`config.mk`:
```
export PLATFORM = sky130hd
export DESIGN_NAME = pipe_hazard_ctrl
export DESIGN_NICKNAME = d
export VERILOG_FILES = /design/src/rtl/pipe_hazard_ctrl.sv
export SDC_FILE = /design/constraint.sdc
export NUM_CORES = 1
export LEC_CHECK = 0
export ABC_CLOCK_PERIOD_IN_PS = 2900
export CAP_MARGIN = 10
export CORE_MARGIN = 2
export CORE_UTILIZATION = 43
export CTS_CLUSTER_DIAMETER = 100
export DETAILED_ROUTE_END_ITERATION = 6
export MAX_ROUTING_LAYER = met4
export PLACE_DENSITY = 0.78
export SLEW_MARGIN = 20
export SYNTH_ARGS = -nofsm -noshare
export SYNTH_HDL_FRONTEND = slang
export SYNTH_SLANG_ARGS = --single-unit
```
`constraint.sdc`:
```
create_clock -name clk -period 2.9 [get_ports clk]
set_clock_uncertainty 0.2 [all_clocks]
set_input_delay 0.58 -clock clk [delete_from_list [all_inputs] [get_ports clk]]
set_output_delay 0.58 -clock clk [all_outputs]
set_load 0.01 [all_outputs]
```
`src/rtl/pipe_hazard_ctrl.sv`:
```
// Hazard and redirect controller for the decode stage of an IF/ID/EX pipeline.
// A scoreboard tracks load destinations that have not yet written back.
// Decode stalls while either source register it reads is still pending.
// A taken jump or branch from EX flushes the younger stages and redirects the PC.
// A saturating counter records stall and flush cycles.
//
//   state    | meaning
//   ---------+-----------------------------------------------------------
//   ST_RUN   | normal operation; load-use / ext hold evaluated per cycle
//   ST_FLUSH | post-redirect flush window; younger stages invalidated
module pipe_hazard_ctrl #(
    parameter int FLUSH_CYCLES = 2,
    parameter int STALL_CNT_W  = 16
) (
    input  logic                   clk,
    input  logic                   rst,
    input  logic                   id_instr_valid_in,
    input  logic [4:0]             id_reg1_addr_in,
    input  logic [4:0]             id_reg2_addr_in,
    input  logic [4:0]             id_write_addr_in,
    input  logic                   id_wen_in,
    input  logic                   id_is_load_in,
    input  logic                   ex_jump_flag_in,
    input  logic [31:0]            ex_jump_addr_in,
    input  logic                   wb_wen_in,
    input  logic [4:0]             wb_write_addr_in,
    input  logic                   ext_hold_in,
    output logic                   hold_if_out,
    output logic                   hold_id_out,
    output logic                   flush_id_out,
    output logic                   flush_ex_out,
    output logic                   pc_jump_en_out,
    output logic [31:0]            pc_jump_addr_out,
    output logic                   issue_out,
    output logic [STALL_CNT_W-1:0] stall_cnt_out
);

    localparam logic ST_RUN   = 1'b0;
    localparam logic ST_FLUSH = 1'b1;

    // The jump cycle is itself the first flush cycle, so the counter only
    // has to cover the remaining FLUSH_CYCLES-1 cycles.
    localparam int FC_W = (FLUSH_CYCLES > 1) ? $clog2(FLUSH_CYCLES) : 1;
    localparam logic [FC_W-1:0] FC_RELOAD = FC_W'(FLUSH_CYCLES - 1);

    logic                   state_q, state_d;
    logic [FC_W-1:0]        fcnt_q, fcnt_d;
    logic [31:0]            sb_q, sb_d;
    logic [31:0]            jaddr_q;
    logic [STALL_CNT_W-1:0] scnt_q, scnt_d;
    logic                   hazard;
    logic                   hold;

    // Per-cycle control decision in priority order: jump, flush, load-use, ext hold, issue.
    always_comb begin
        state_d        = state_q;
        fcnt_d         = fcnt_q;
        hold           = 1'b0;
        flush_id_out   = 1'b0;
        flush_ex_out   = 1'b0;
        pc_jump_en_out = 1'b0;
        issue_out      = 1'b0;
        hazard         = id_instr_valid_in &
                         (sb_q[id_reg1_addr_in] | sb_q[id_reg2_addr_in]);
        if (ex_jump_flag_in) begin
            pc_jump_en_out = 1'b1;
            flush_id_out   = 1'b1;
            flush_ex_out   = 1'b1;
            if (FLUSH_CYCLES > 1) begin
                state_d = ST_FLUSH;
                fcnt_d  = FC_RELOAD;
            end
        end else if (state_q == ST_FLUSH) begin
            flush_id_out = 1'b1;
            flush_ex_out = 1'b1;
            if (fcnt_q <= FC_W'(1)) begin
                state_d = ST_RUN;
                fcnt_d  = '0;
            end else begin
                fcnt_d = fcnt_q - FC_W'(1);
            end
        end else if (hazard || ext_hold_in) begin
            hold = 1'b1;
        end else begin
            issue_out = id_instr_valid_in;
        end
    end

    assign hold_if_out      = hold;
    assign hold_id_out      = hold;
    assign pc_jump_addr_out = ex_jump_flag_in ? ex_jump_addr_in : jaddr_q;
    assign stall_cnt_out    = scnt_q;

    // Scoreboard next state: writeback clears, issuing load sets (set wins), x0 never pending.
    always_comb begin
        sb_d = sb_q;
        if (wb_wen_in)
            sb_d[wb_write_addr_in] = 1'b0;
        if (issue_out && id_is_load_in && id_wen_in && (id_write_addr_in != 5'd0))
            sb_d[id_write_addr_in] = 1'b1;
        sb_d[0] = 1'b0;
    end

    // Saturating stall/flush cycle counter.
    always_comb begin
        scnt_d = scnt_q;
        if ((hold || (state_q == ST_FLUSH)) && (scnt_q != {STALL_CNT_W{1'b1}}))
            scnt_d = scnt_q + STALL_CNT_W'(1);
    end

    // State, scoreboard, counters and last redirect target.
    always_ff @(posedge clk or posedge rst) begin
        if (rst) begin
            state_q <= ST_RUN;
            fcnt_q  <= '0;
            sb_q    <= '0;
            jaddr_q <= '0;
            scnt_q  <= '0;
        end else begin
            state_q <= state_d;
            fcnt_q  <= fcnt_d;
            sb_q    <= sb_d;
            scnt_q  <= scnt_d;
            if (ex_jump_flag_in)
                jaddr_q <= ex_jump_addr_in;
        end
    end

endmodule

```
==> summary.txt, run 1 <==
Power and ir drop
  – Sw frac: 0.286
  – Internal Power: 2.07 mW
  – Sw Pwr: 0.828 mW
  – Leak Pwr: 2.46 nW
  – Worst VDD drop: 0.400 mV
  – Power per cell area: 505 nW/um^2
  – Pwr Total: 2.90 mW
  – Comb pwr share: 0.252
  – Clock share of power: 0.303
  – Sequential Power Share: 0.445

Final layout
  – FILL cells: 673
  – Diode count: 0
  – Design Area, Final: 5750 um^2
  – Area Growth Syn to Fin: 46.3%
  – Layout cells sized above 1: 0.270
  – Layout Nets: 552
  – Final Util: 0.652

Placed design
  – DP HPWL: 8410 um
  – Post-DP Area: 5460 um^2
  – Global placer's final weighted congestion: 0.941
  – IO Port Bufs: 113

Floorplan
  – Die Span Y: 99.6 um
  – Die ar.: 9910 um^2
  – Die X: 99.6 um
  – Initial Util: 0.446
  – Site Rows: 34
  – Core Area: 8810 um^2
  – Top-Level Pins: 114

Logic synthesis
  – Top area cells in the synthesized netlist: dfrtp_1, mux2_2, o21ai_0, mux2i_1, xnor2_1
  – Ys Warns: 0
  – Seq cells post-synth: 80
  – Mux share of post-synthesis cell area: 0.179
  – Number of flops mapped to enable cells by yosys: 0
  – Sequential fraction of the synthesis area: 0.510
  – Area leader, netlist: dfrtp_1
  – Most frequent cell after synthesis: dfrtp_1
  – Post-synthesis compound-gate area fraction: 0.124
  – Post-Synth XOR/XNOR Area: 0.0335
  – Simple-gate area share of the yosys netlist: 0.120
  – Synth top area share: 0.510
  – Total nets after synthesis: 396
  – Syn Inst Count: 335
  – Yosys cell types: 46
  – Cell Area, Synth: 3930 um^2
  – Largest family of logic cells by synthesized area: multiplexers
  – Async SR Flop Fraction: 1.00
  – Syn Area/Cell: 11.7 um^2
  – Adder-cell share of the synthesized area: 0.00319
  – Synth Flop Type: dfrtp_1
  – Commonest cells in the netlist: dfrtp_1, o21ai_0, mux2_2

Min path
  – Worst Hold Class: flip-flop to flip-flop

Global routing
  – GRT Overall Usage: 0.250
  – First-pass GRT wire length: 18,500 um
  – Vias in the first global route: 3,620
  – Pin count of the biggest net entering global routing: 81
  – Overflow after GRT: 0
  – Initial antenna violation count: 0

Timing
  – Actual slew at the worst max-slew pin: 439 ps
  – Final setup viols: 3
  – Period utilisation layout: 1.06
  – Worst setup margin: -180 ps
  – RSZ-0062 raised after global routing: yes
  – Final Max Tran Viols: 0
  – Fin crit period: 3080 ps
  – Fin. Hold Viols: 0
  – Post-route setup TNS: -532 ps
  – Fmax: 325 MHz
  – Slew Limit Headroom: 0.707

Setup path
  – Type of the worst setup path: flip-flop to output pin
  – Crit path capture type: output pin
  – Reg2Reg Setup Slack: 180 ps
  – CP startpoint kind: flip-flop
  – Max FO, Critical Path: 3
  – Critical Path RT: 2120 ps
  – Worst EP arrival: 2300 ps

Route
  – DRT antenna net count: 0
  – Number of remaining DRC errors: 0
  – Via Count: 3,422
  – DRT iter0 DRCs: 214
  – Routed wire per std cell: 19.1 um
  – Routed wire length: 11,500 um
  – First-pass DRT Iterations: 5
  – Vias per cell: 5.67

Clocking
  – Clock-pin slew on the worst setup and hold paths: 90 ps
  – Clock Latency Late Sink: 350 ps
  – Num CTS Buffers: 9
  – Clock sinks: 80
  – H-tree Lvls: 3
  – TritonCTS clock tree: yes
  – CTS max path bufs: 2
  – Root buf cell: clkbuf_8

Job
  – Total of max-cap violations: 0

Outcome
  – Run status: finished with violations
  – Violated checks: setup timing
final timing paths:
check                           cells after the start                end  startpoint
min in group asynchronous                           3        jaddr_q[23]         rst
max in group asynchronous                           3  stall_cnt_out[13]         rst
worst max-delay path                                7          issue_out    sb_q[20]
worst min register to register                      1         jaddr_q[9]  jaddr_q[9]
worst min-delay path                                1         jaddr_q[9]  jaddr_q[9]
worst max register to register                     11   stall_cnt_out[1]    sb_q[28]
through the flow:
stage / setup slack [ps] / hold WS [ps] / std cells
after floorplan: 5.91 / 283 / 335
after global placement: -1170 / 277 / 583
after detailed placement: -1190 / 285 / 583
after CTS: -207 / 303 / 602
after global routing: -319 / 311 / 604
final: -180 / 301 / 604
what timing repair did:
action | 4_1_cts | 5_1_grt
hold buffers | 0 | 0
endpoints found under the setup margin | 81 | 13
resized for setup | 39 | 3
gates cloned | 1 | 0
pin swaps | 8 | 6
buffers inserted | 2 | 2
layout make-up:
class / count / area, um^2 / share of cell area
Tap cell: 108 / 135 / 0.0235
Multi-Input combinational cell: 233 / 1840 / 0.320
Clock buffer: 11 / 151 / 0.0264
Timing Repair Buffer: 162 / 1540 / 0.268
Inverter: 5 / 18.8 / 0.00327
Clock inverter: 5 / 62.6 / 0.0109
Sequential cell: 80 / 2000 / 0.348
placed cells by master, fill, tap and decap left out, drive strengths merged, types with 10 or more instances in the layout:
master	count
buf	54
clkbuf	11
clkdlybuf4s50	103
dfrtp	80
mux2	34
mux2i	18
nand2	10
nand3	13
nand3b	11
o21ai	62
xnor2	14
cell families (layout without fill, tap and decap cells):
kind of cell / count (synthesis) / in the layout
compound gates: 83 / 83
flops: 80 / 80
simple gates: 76 / 76
mux: 58 / 58
buf+inv: 22 / 183
xor+xnor: 15 / 15
fa+ha+maj: 1 / 1
power groups by stage:
| stage | clock [mW] | sequential [mW] | combinational (mW) |
|---|---|---|---|
| 6_report | 0.879 | 1.29 | 0.729 |
| 5_1_grt | 0.946 | 1.30 | 0.780 |
| 4_1_cts | 0.897 | 1.29 | 0.730 |
| 3_5_place_dp | 0 | 1.31 | 0.712 |
| 3_3_place_gp | 0 | 1.30 | 0.696 |
| 2_1_floorplan | 0 | 1.31 | 0.302 |
worst max-delay path: stages (launching register included):
cell	delay (ps)
dfrtp_1	410
mux4_2	480
o2111ai_2	180
nand4_1	220
nor2_2	210
inv_2	60
nor4b_2	210
buf_2	170
flip-flops by register name (all words and copies together), names as in the netlist:
register	count
jaddr_q	32
sb_q	31
stall_cnt_out	16
state_q	1
routing by layer:
metal / part of all wire / vias to the layer above / GRT usage
met5: 0 / - / -
li1: - / 1551 / -
met2: 0.49 / 173 / 0.413
met3: 0.086 / 23 / 0.0717
met1: 0.40 / 1675 / 0.296
met4: 0.020 / 0 / 0.0822
Note: power is estimated with default switching activity, not from simulation.
==> run 2, diff against run 1 <==
--- a/config.mk
+++ b/config.mk
@@ -7,6 +7,7 @@
 export LEC_CHECK = 0
 export ABC_CLOCK_PERIOD_IN_PS = 2900
 export CAP_MARGIN = 10
+export CORE_ASPECT_RATIO = 0.6
 export CORE_MARGIN = 2
 export CORE_UTILIZATION = 43
 export CTS_CLUSTER_DIAMETER = 100
==> summary.txt, run 2 (synthesis results as in run 1) <==
Outcome
  – Run status: finished with violations
  – Violated checks: setup timing

Final layout
  – Area of the multi-input gates: 1850 um^2
  – Commonest non-fill, non-tap cells in the layout: clkdlybuf4s50_1, dfrtp_1, o21ai_0
  – Layout Nets: 547
  – Final Util: 0.669
  – Layout cells sized above 1: 0.267
  – Diode count: 0
  – FILL cells: 687
  – Sequential Area: 2000 um^2
  – Largest Register: jaddr_q
  – Max reg flops: 32
  – Most common cell after layout, fill and taps aside: clkdlybuf4s50_1
  – Area Growth Syn to Fin: 47.9%

Min path
  – Worst Hold Class: flip-flop to flip-flop
  – Hold_sp: stall_cnt_out[9]
  – Hold path depth: 1
  – Hold endpoint: stall_cnt_out[9]

Route
  – DRT antenna net count: 0
  – Number of remaining DRC errors: 0
  – First-pass DRT Iterations: 4
  – Via Count: 3,413
  – DRT iter0 DRCs: 181
  – Routed wire length: 11,700 um
  – Vias per cell: 5.66
  – Routed wire per std cell: 19.4 um

Timing
  – Period utilisation layout: 1.06
  – RSZ-0062 raised after global routing: yes
  – Fmax: 325 MHz
  – Final setup viols: 3
  – Fin. Hold Viols: 0
  – Final Max Tran Viols: 0
  – Worst setup margin: -177 ps
  – Fin crit period: 3080 ps
  – Actual slew at the worst max-slew pin: 424 ps
  – Slew Limit Headroom: 0.717

Floorplan
  – Die ar.: 9940 um^2
  – Top-Level Pins: 114
  – Die X: 127 um
  – Die Span Y: 78.0 um
  – Core Area: 8690 um^2
  – Site Rows: 26
  – Initial Util: 0.452

Setup path
  – Reg2reg path depth: 8
  – CP max stage delay: 500 ps
  – Reg2Reg Setup Slack: 180 ps
  – CP startpoint kind: flip-flop
  – Critical path, cell by cell: mux4_2, o2111ai_2, nand4_1, nor2_2, inv_2, nor4b_2, buf_2
  – Crit path capture type: output pin
  – Critical Path RT: 2120 ps
  – Type of the worst setup path: flip-flop to output pin
  – Max FO, Critical Path: 3
  – CP max stage cell: mux4_2
  – Worst EP arrival: 2300 ps
  – Worst r2r dst: sb_q[12]
  – Critical path launch point: sb_q[20]
  – RR Startpoint: sb_q[20]

Placed design
  – DP HPWL: 8480 um
  – Global placer's final weighted congestion: 0.996
  – IO Port Bufs: 113

Global routing
  – First-pass GRT wire length: 18,900 um
  – Overflow after GRT: 0
  – GRT Overall Usage: 0.257
  – Vias in the first global route: 3,546
  – Pin count of the biggest net entering global routing: 81
  – Initial antenna violation count: 0

Clocking
  – H-tree Lvls: 3
  – CTS Hold Buffers Added: 0
  – TritonCTS clock tree: yes
  – Clock sinks: 80
  – CTS max path bufs: 2
  – Clock Latency Late Sink: 340 ps
  – Clock-pin slew on the worst setup and hold paths: 60 ps
  – Root buf cell: clkbuf_16
  – Num CTS Buffers: 9

Power and ir drop
  – Worst VDD drop: 0.446 mV
  – Pwr Total: 3.15 mW
  – Leak Pwr: 2.48 nW
  – Power per cell area: 542 nW/um^2

Job
  – Total of max-cap violations: 0
-- run 2: changes by cell type in the layout (fill, tap and decap cells not counted), sizes merged --
cell           before  now
clkdlybuf4s50     103  102
clkdlybuf4s15       3    0
clkinvlp            2    0
clkbuf             11   12
clkinv              0    3
dlygate4sd2         1    2
buf                54   50
-- run 2: worst max path at each step --
stage	end	slack, ps
CTS	issue_out	-140
global route	issue_out	-250
floorplan	hold_if_out	6
finish	issue_out	-180
global placement	issue_out	-1120
detailed placement	issue_out	-1130
-- run 2: per-stage QoR --
step	setup TNS (ps)	hold WS, ps	cells	area (um^2)	setup slack (ps)
after detailed placement	-28680	285	579	5400	-1130
after CTS	-370	299	600	5790	-139
after global placement	-25480	276	579	5400	-1120
final	-459	296	603	5810	-177
after floorplan	0	283	335	3930	5.91
after global routing	-739	307	603	5810	-254
-- run 2: per-layer routing --
metal	track usage	routed length, um
met1	0.337	4880
met2	0.379	5270
met3	0.106	1450
met4	0.0527	111
met5	-	0
-- run 2: power breakdown --
part / internal (mW) / total (mW) / switching, mW
clock: 0.672 / 1.14 / 0.471
combinational: 0.404 / 0.712 / 0.308
sequential: 1.22 / 1.29 / 0.0766
-- run 2: critical path, delay by kind of cell, from the launching register on --
| family | cells | cell delay, ps |
|---|---|---|
| and+or+nand+nor | 3 | 570 |
| DFF | 1 | 440 |
| muxes | 1 | 500 |
| buffers and inverters | 2 | 230 |
| AOI/OAI and AO/OA | 1 | 220 |
-- run 2: layout make-up --
| type | instances | area share |
|---|---|---|
| sequential | 80 | 0.345 |
| tap | 112 | 0.0241 |
| inverter | 5 | 0.00323 |
| multi-input combinational | 233 | 0.319 |
| timing repair buffer | 157 | 0.258 |
| clock buffer | 10 | 0.0394 |
| clock inverter | 6 | 0.0114 |
-- run 2: what timing repair did --
action / in CTS / in global routing
gates cloned: 1 / 0
gates resized for setup: 51 / 4
buffers inserted: 4 / 3
setup endpoints to repair: 81 / 18
pin swaps: 13 / 4
